===== src/rtl/mux_rr_arbiter_pkg.sv =====
// Shared types and constants for the two-way round-robin arbiter.
//   arb_state_t : grant state (idle / owned by requester 0 / owned by 1)
//   SRC0, SRC1  : requester ids, also the mux select / out_src encoding
package mux_arb_pkg;

    typedef enum logic [1:0] {
        ARB_IDLE = 2'd0,
        ARB_OWN0 = 2'd1,
        ARB_OWN1 = 2'd2
    } arb_state_t;

    localparam logic SRC0 = 1'b0;
    localparam logic SRC1 = 1'b1;

endpackage


===== src/rtl/mux_rr_arbiter_if.sv =====
// Handshake bundle between two producers, the arbiter and one consumer.
//   slave  : arbiter view (takes valids/data/out_ready, drives readies/out beat)
//   master : environment view (the mirror image)
interface mux_rr_arbiter_if #(parameter int N = 4);

    logic         in0_valid;
    logic [N-1:0] in0_data;
    logic         in0_ready;
    logic         in1_valid;
    logic [N-1:0] in1_data;
    logic         in1_ready;
    logic         out_valid;
    logic [N-1:0] out_data;
    logic         out_src;
    logic         out_ready;

    modport slave (
        input  in0_valid, in0_data, in1_valid, in1_data, out_ready,
        output in0_ready, in1_ready, out_valid, out_data, out_src
    );

    modport master (
        output in0_valid, in0_data, in1_valid, in1_data, out_ready,
        input  in0_ready, in1_ready, out_valid, out_data, out_src
    );

endinterface


===== src/rtl/mux_rr_arbiter_mux_2x1.sv =====
// Two-input N-bit data selector.
//   d0, d1 : candidate words
//   sel    : 0 picks d0, 1 picks d1
//   y      : selected word
module mux_2x1 #(
    parameter int N = 4
) (
    input  logic [N-1:0] d0,
    input  logic [N-1:0] d1,
    input  logic         sel,
    output logic [N-1:0] y
);

    assign y = sel ? d1 : d0;

endmodule


===== src/rtl/mux_rr_arbiter.sv =====
// Round-robin arbiter sharing one registered N-bit output between two
// valid/ready requesters, limiting an owner to MAX_BURST back-to-back beats
// while the other requester waits.
//   clk, rst_n : clock, asynchronous active-low reset
//   bus        : in0/in1 valid/data/ready, out valid/data/src/ready
module mux_rr_arbiter
    import mux_arb_pkg::*;
#(
    parameter int N         = 4,
    parameter int MAX_BURST = 2
) (
    input  logic            clk,
    input  logic            rst_n,
    mux_rr_arbiter_if.slave bus
);

    localparam int            CW   = $clog2(MAX_BURST + 1);
    localparam logic [CW-1:0] MAXC = CW'(MAX_BURST);

    arb_state_t    state;
    logic          last_owner;
    logic [CW-1:0] burst_cnt;
    logic          out_valid_q;
    logic [N-1:0]  out_data_q;
    logic          out_src_q;

    logic          load_en;
    logic          grant_vld;
    logic          grant;
    logic          kept;
    logic          own;
    logic          mine_v;
    logic          oth_v;
    logic [N-1:0]  mux_y;

    assign load_en = !out_valid_q || bus.out_ready;

    // Grant decision from registered state and current valids.
    always_comb begin
        grant_vld = 1'b0;
        grant     = SRC0;
        kept      = 1'b0;
        own       = (state == ARB_OWN1);
        mine_v    = own ? bus.in1_valid : bus.in0_valid;
        oth_v     = own ? bus.in0_valid : bus.in1_valid;
        case (state)
            ARB_OWN0, ARB_OWN1: begin
                // Owner may exceed the burst limit only if nobody is waiting.
                if (mine_v && (burst_cnt < MAXC || !oth_v)) begin
                    grant_vld = 1'b1;
                    grant     = own;
                    kept      = 1'b1;
                end else if (oth_v) begin
                    grant_vld = 1'b1;
                    grant     = ~own;
                end
            end
            default: begin
                if (bus.in0_valid && bus.in1_valid) begin
                    grant_vld = 1'b1;
                    grant     = ~last_owner;
                end else if (bus.in0_valid) begin
                    grant_vld = 1'b1;
                    grant     = SRC0;
                end else if (bus.in1_valid) begin
                    grant_vld = 1'b1;
                    grant     = SRC1;
                end
            end
        endcase
    end

    assign bus.in0_ready = load_en && grant_vld && (grant == SRC0) && bus.in0_valid;
    assign bus.in1_ready = load_en && grant_vld && (grant == SRC1) && bus.in1_valid;

    mux_2x1 #(.N(N)) u_mux (
        .d0  (bus.in0_data),
        .d1  (bus.in1_data),
        .sel (grant),
        .y   (mux_y)
    );

    always_ff @(posedge clk or negedge rst_n) begin
        if (!rst_n) begin
            state       <= ARB_IDLE;
            last_owner  <= SRC1;
            burst_cnt   <= '0;
            out_valid_q <= 1'b0;
            out_data_q  <= '0;
            out_src_q   <= SRC0;
        end else if (load_en) begin
            if (grant_vld) begin
                out_valid_q <= 1'b1;
                out_data_q  <= mux_y;
                out_src_q   <= grant;
                state       <= grant ? ARB_OWN1 : ARB_OWN0;
                last_owner  <= grant;
                // A kept owner at the limit starts a fresh burst instead of wrapping.
                burst_cnt   <= (kept && burst_cnt != MAXC) ? burst_cnt + CW'(1) : CW'(1);
            end else begin
                out_valid_q <= 1'b0;
                state       <= ARB_IDLE;
                burst_cnt   <= '0;
            end
        end
    end

    assign bus.out_valid = out_valid_q;
    assign bus.out_data  = out_data_q;
    assign bus.out_src   = out_src_q;

endmodule

===== src/flat_wrapper.sv =====
// flat-port wrapper written by rule: the top's interface ports become plain ports
module mux_rr_arbiter_flat import mux_arb_pkg::*;
#(
    parameter int N         = 4,
    parameter int MAX_BURST = 2
)
  (clk, rst_n, bus_in0_valid, bus_in0_data, bus_in1_valid, bus_in1_data, bus_out_ready, bus_in0_ready, bus_in1_ready, bus_out_valid, bus_out_data, bus_out_src);
  mux_rr_arbiter_if #(.N(N)) bus_i ();
  input  logic clk;
  input  logic rst_n;
  input wire logic [$bits(bus_i.in0_valid)-1:0] bus_in0_valid;
  input wire logic [$bits(bus_i.in0_data)-1:0] bus_in0_data;
  input wire logic [$bits(bus_i.in1_valid)-1:0] bus_in1_valid;
  input wire logic [$bits(bus_i.in1_data)-1:0] bus_in1_data;
  input wire logic [$bits(bus_i.out_ready)-1:0] bus_out_ready;
  output wire logic [$bits(bus_i.in0_ready)-1:0] bus_in0_ready;
  output wire logic [$bits(bus_i.in1_ready)-1:0] bus_in1_ready;
  output wire logic [$bits(bus_i.out_valid)-1:0] bus_out_valid;
  output wire logic [$bits(bus_i.out_data)-1:0] bus_out_data;
  output wire logic [$bits(bus_i.out_src)-1:0] bus_out_src;
  assign bus_i.in0_valid = bus_in0_valid;
  assign bus_i.in0_data = bus_in0_data;
  assign bus_i.in1_valid = bus_in1_valid;
  assign bus_i.in1_data = bus_in1_data;
  assign bus_i.out_ready = bus_out_ready;
  assign bus_in0_ready = bus_i.in0_ready;
  assign bus_in1_ready = bus_i.in1_ready;
  assign bus_out_valid = bus_i.out_valid;
  assign bus_out_data = bus_i.out_data;
  assign bus_out_src = bus_i.out_src;
  mux_rr_arbiter #(.N(N), .MAX_BURST(MAX_BURST)) u_core (.clk(clk), .rst_n(rst_n), .bus(bus_i));
endmodule

===== config.mk =====
export PLATFORM = sky130hd
export DESIGN_NAME = mux_rr_arbiter_flat
export DESIGN_NICKNAME = d
export VERILOG_FILES = /design/src/rtl/mux_rr_arbiter_pkg.sv /design/src/rtl/mux_rr_arbiter_if.sv /design/src/rtl/mux_rr_arbiter_mux_2x1.sv /design/src/rtl/mux_rr_arbiter.sv /design/src/flat_wrapper.sv
export SDC_FILE = /design/constraint.sdc
export NUM_CORES = 1
export LEC_CHECK = 0
export BUFFER_PORTS_ARGS = -buffer_cell sky130_fd_sc_hd__buf_4
export CAP_MARGIN = 30
export CORE_MARGIN = 5
export CORE_UTILIZATION = 35
export DETAILED_ROUTE_END_ITERATION = 7
export PLACE_DENSITY = 0.55
export SLEW_MARGIN = 20
export SYNTH_ARGS = -nofsm -noshare
export SYNTH_HDL_FRONTEND = slang
export SYNTH_SLANG_ARGS = --single-unit

===== constraint.sdc =====
create_clock -name clk -period 2.56 [get_ports clk]
set_input_delay 0.512 -clock clk [delete_from_list [all_inputs] [get_ports clk]]
set_output_delay 0.512 -clock clk [all_outputs]
set_load 0.05 [all_outputs]

Yosys cells after proc, flatten, opt, wreduce, memory -nomap -nowiden
Index checks and enable logic that the tools add are counted.
{"block": "totals", "regBits": 11, "inputBits": 13, "out_inout_bits": 8}
{"block": "op_classes", "n_addsub": 1, "order_cmp": 1, "eq_ne": 3, "mux": 21, "bitwise": 3, "n_reduce_logical": 14}
{"operator": "2-to-1 mux 1 bit", "n": 16}
{"operator": "logical AND 1 bit", "n": 8}
{"operator": "2-to-1 mux 2 bit", "n": 4}
{"operator": "2-to-1 mux 4 bit", "n": 1}
{"operator": "NOT 1 bit", "n": 3}
{"operator": "adder 2 x 1 -> 2 bit (second input constant)", "n": 1}
{"operator": "== test 2 x 1 -> 1 bit (second input constant)", "n": 1}
{"operator": "== test 2 bit (second input constant)", "n": 1}
{"operator": "logical NOT 1 bit", "n": 2}
{"operator": "logical OR 1 bit", "n": 2}
{"operator": "less-than comparator 2 bit (second input constant)", "n": 1}
{"operator": "!= test 2 bit (second input constant)", "n": 1}
{"operator": "AND reduction 2 bit", "n": 1}
{"operator": "OR reduction 2 bit", "n": 1}

Depth between registers and ports, before layout
{"block": "depth", "depth_word": 10, "depth_mapped": 6}

Modules after synthesis
Synthesis repeated with hierarchy kept, for this count alone.
{"block": "unflattened", "hier_cells": 65, "area_unflattened_um2": 711.9}
{"mod": "mux_rr_arbiter", "n_inst": 1, "cells_each": 61, "area_per_inst_um2": 666.9, "seq_area_each_um2": 276.5}
{"mod": "mux_2x1", "n_inst": 1, "cells_each": 4, "area_per_inst_um2": 45.0, "seq_area_each_um2": 0.0}

Least setup slack after synthesis
No wires, ideal clock.
{"block": "synth_timing", "path_type": "register to output", "from": "register u_core.state[0]", "to": "output port bus_in1_ready", "arrival_ps": 2002, "t_required_ps": 2048, "slack_ps": 46, "stages_incl_launch_ff": 7, "n_path_buf": 0, "cell_sequence": "dfrtp_1 > inv_1 > ha_1 > nand2b_1 > a221oi_4 > nor2_1 > nor2_1"}
{"block": "synth_between", "elab_chain_cells": 10}
{"element": "start: declaration", "line_no": "mux_rr_arbiter.sv:20", "rtl": "arb_state_t state;"}
{"element": "start signal: assignment", "line_no": "mux_rr_arbiter.sv:96", "rtl": "state <= grant ? ARB_OWN1 : ARB_OWN0;"}
{"element": "== test 2 bit", "line_no": "mux_rr_arbiter.sv:43, mux_rr_arbiter.sv:46"}
{"element": "2-to-1 mux 1 bit", "line_no": "mux_rr_arbiter.sv:45", "rtl": "oth_v = own ? bus.in0_valid : bus.in1_valid;"}
{"element": "logical NOT 1 bit", "line_no": "mux_rr_arbiter.sv:49", "rtl": "if (mine_v && (burst_cnt < MAXC || !oth_v)) begin"}
{"element": "logical OR 1 bit", "line_no": "mux_rr_arbiter.sv:49"}
{"element": "logical AND 1 bit", "line_no": "mux_rr_arbiter.sv:49"}
{"element": "2-to-1 mux 1 bit", "line_no": "mux_rr_arbiter.sv:49"}
{"element": "2-to-1 mux 1 bit", "line_no": "mux_rr_arbiter.sv:46", "rtl": "case (state)"}
{"element": "logical AND 1 bit", "line_no": "mux_rr_arbiter.sv:74", "rtl": "assign bus.in1_ready = load_en && grant_vld && (grant == SRC1) && bus.in1_valid;"}
{"element": "logical AND 1 bit * (2 in series)", "line_no": "mux_rr_arbiter.sv:74"}
{"element": "end: declaration", "line_no": "flat_wrapper.sv:17", "rtl": "output wire logic [$bits(bus_i.in1_ready)-1:0] bus_in1_ready;"}
Mark *: on every way between the ends. The rest lies on a longest branch, timed or not.

Worst setup path in the final report
Ends and elaborated chain as after synthesis.

==> results.txt <==
max-cap viol count - 0
crit start category - flip-flop
final worst-path cycle share - 0.966
synth warn - 0
H-Tree Level Count - 1
CTS Buf Count - 3
Synth Cell Area - 689 um2
WP buf/inv - 2
Core Footprint - 0.00192 mm2
Hold-fix buffers, CTS - 0
worst path cell trace - inv_1 > ha_2 > or4b_4 > nand4_4 > nor2_1 > buf_4
DRT Pass-1 Iters - 4
vias in the first global route - 642
largest net degree at the start of global routing - 12
commonest non-fill, non-tap cell in the layout - buf_4
most frequent cells in the layout - buf_4, dfrtp_1, o21ai_0
worst slew pin tran - 0.442 ns
initial antenna violation count - 0
Min-Delay Path Class - in -> async
via/cell ratio - 5.08
Die W - 54.4 um
Leak Pwr - 0.000423 uW
setup TNS - 0 ns
layout cells sized above 1 - 0.462
Layout area overhead - 37.2%
aggregate global routing overflow - 0
post-synthesis sequential area ratio - 0.401
Fin Hold WS - 0.0670 ns
dominant cells by area after synthesis - dfrtp_1, ha_1, a2bb2oi_1
Final #Nets - 108
synthesized flop and latch total - 11
Crit path max-delay family - simple AND/OR/NAND/NOR gates
number of I/O pins - 21
Cell Count, Final, Fillers Out - 118
placed cell area - 873 um2
die height - 54.4 um
setup violation total in the final timing report - 0
Period minus WS final - 2.47 ns
die area - 0.00296 mm2
Power per Cell Area - 1290 mW/mm2
DRC viols - 0
slowest stage delay, CP - 0.52 ns
CP required - 2.05 ns
Max Clk Rate - 404 MHz
Slew headroom - 0.705
iteration-0 DRC count of the detailed router - 12
clk_lat worst skew - 0.26 ns
DR WL/cell - 13.9 um
status - completed
cell row count - 16
via count - 600
synthesized instance count - 62
Power, Total - 1220 uW
largest area contributor in the netlist - dfrtp_1
CTS Buffer Depth - 2
fin area - 946 um2
top-area cell type share of the netlist area - 0.363
GPL Wtd Cong - 0.795
post-route ant nets - 0
critical-path maximum fanout - 7
GRT Util Overall - 0.135
first-pass GRT wire length - 2840 um
CTS root buf - clkbuf_4
library cells used by synthesis - 28
HPWL after DPL - 1250 um
max-slew violations - 0
clock sinks - 11
post-synth net total - 78
crit end category - primary output
Worst VDD drop - 0.682 mV
final clock skew - 0.00298 ns
final hold violations - 0
average cell area after synthesis - 11.1 um2
Final Routed Wirelength - 1640 um
slowest CP cell - or4b_4
clock transition at the registers of the reported paths - 0.07 ns
Starting Density - 0.359
WP data arrival - 1.96 ns
CTS tree - done
PortBufs - 20
crit path kind - reg -> out
placed insts - 109
diode count - 0
==> power breakdown <==
| part | leakage (uW) | internal [uW] | switching [uW] | total [uW] |
|---|---|---|---|---|
| Sequential | 0.000127 | 260 | 56.6 | 317 |
| Clock | 0.0000150 | 60.2 | 59.3 | 119 |
| Combinational | 0.000281 | 311 | 474 | 785 |
| Total | 0.000423 | 631 | 590 | 1220 |
==> per-stage QoR <==
stage,utilization,worst slack [ns]
floorplan,-,0.0462
global placement,0.454,0.267
detailed placement,0.454,0.276
CTS,0.476,0.0190
global route,0.492,-0.000117
finish,0.492,0.0875
==> cells in the mapped netlist (all sizes together) <==
| cell type | n |
|---|---|
| or2b | 1 |
| mux2 | 1 |
| a221o | 1 |
| a22o | 1 |
| mux2i | 1 |
| or4b | 2 |
| a21o | 1 |
| dfrtp | 10 |
| a31oi | 4 |
| and3 | 1 |
| a211o | 1 |
| ha | 3 |
| nand4 | 1 |
| a2bb2oi | 4 |
| o21ai | 6 |
| a221oi | 1 |
| or2 | 1 |
| a21bo | 1 |
| nand2 | 3 |
| nor2b | 1 |
| inv | 4 |
| dfstp | 1 |
| a2111oi | 1 |
| a21oi | 2 |
| nand3 | 2 |
| nand2b | 1 |
| nor2 | 5 |
| nor3 | 1 |
==> cell type report <==
| cell class | count | area [um2] |
|---|---|---|
| clock buffers | 4 | 26.3 |
| fillers | 190 | 976 |
| inverters | 4 | 15.0 |
| multi-input cells | 47 | 403 |
| flip-flops and latches | 11 | 277 |
| well taps | 27 | 33.8 |
| repair buffers | 25 | 191 |
==> worst reg2reg max path, cell delays in order, from the launching register on <==
cell and delay (ns):
dfrtp_1 0.38, inv_1 0.08, ha_2 0.32, or4b_4 0.52
nand4_4 0.17, buf_4 0.13, buf_4 0.09, a31oi_1 0.04
a2bb2oi_1 0.13
==> state kept, by name, indices dropped and copies added (netlist names) <==
register and count:
u_core.bus.out_data 4, u_core.burst_cnt 2, u_core.state 2, u_core.bus.out_src 1
u_core.bus.out_valid 1, u_core.last_owner 1
==> worst paths after layout <==
path	depth (start not counted)	startpoint	to	slack, ns
min	1	rst_n	u_core.bus.out_data[0]$_DFFE_PN0N_	0.07
min reg2reg	2	u_core.last_owner$_DFFE_PN1N_	u_core.last_owner$_DFFE_PN1N_	0.48
min in group clk	2	u_core.last_owner$_DFFE_PN1N_	u_core.last_owner$_DFFE_PN1N_	0.48
max in group asynchronous	1	rst_n	u_core.last_owner$_DFFE_PN1N_	2.26
max reg2reg	8	u_core.state[0]$_DFFE_PN0N_	u_core.bus.out_data[0]$_DFFE_PN0N_	0.65
max	6	u_core.state[0]$_DFFE_PN0N_	bus_in1_ready	0.09
==> routing by layer <==
layer,global-route usage,share of wire,vias to the layer above
met1,0.184,0.48,289
met5,0,0,-
met2,0.205,0.48,10
li1,-,-,299
met4,0.0498,0.0061,0
met3,0.0327,0.032,2
==> cell families after synthesis <==
group,after synthesis,synth area share
AO/OA/AOI/OAI,23,0.290
buffers and inverters,4,0.0218
adder cells (fa/ha/maj),3,0.0545
flip-flops,11,0.401
multiplexers,2,0.0309
AND/OR/NAND/NOR,19,0.201
==> repair_timing <==
action / CTS / global route
endpoints found under the hold margin: 0 / 0
pin swaps: 0 / 1
gates resized for setup: 0 / 3
gates cloned: 0 / 0
buffers inserted: 2 / 3
setup endpoints to repair: 1 / 2
(Power assumes the default switching activity.)
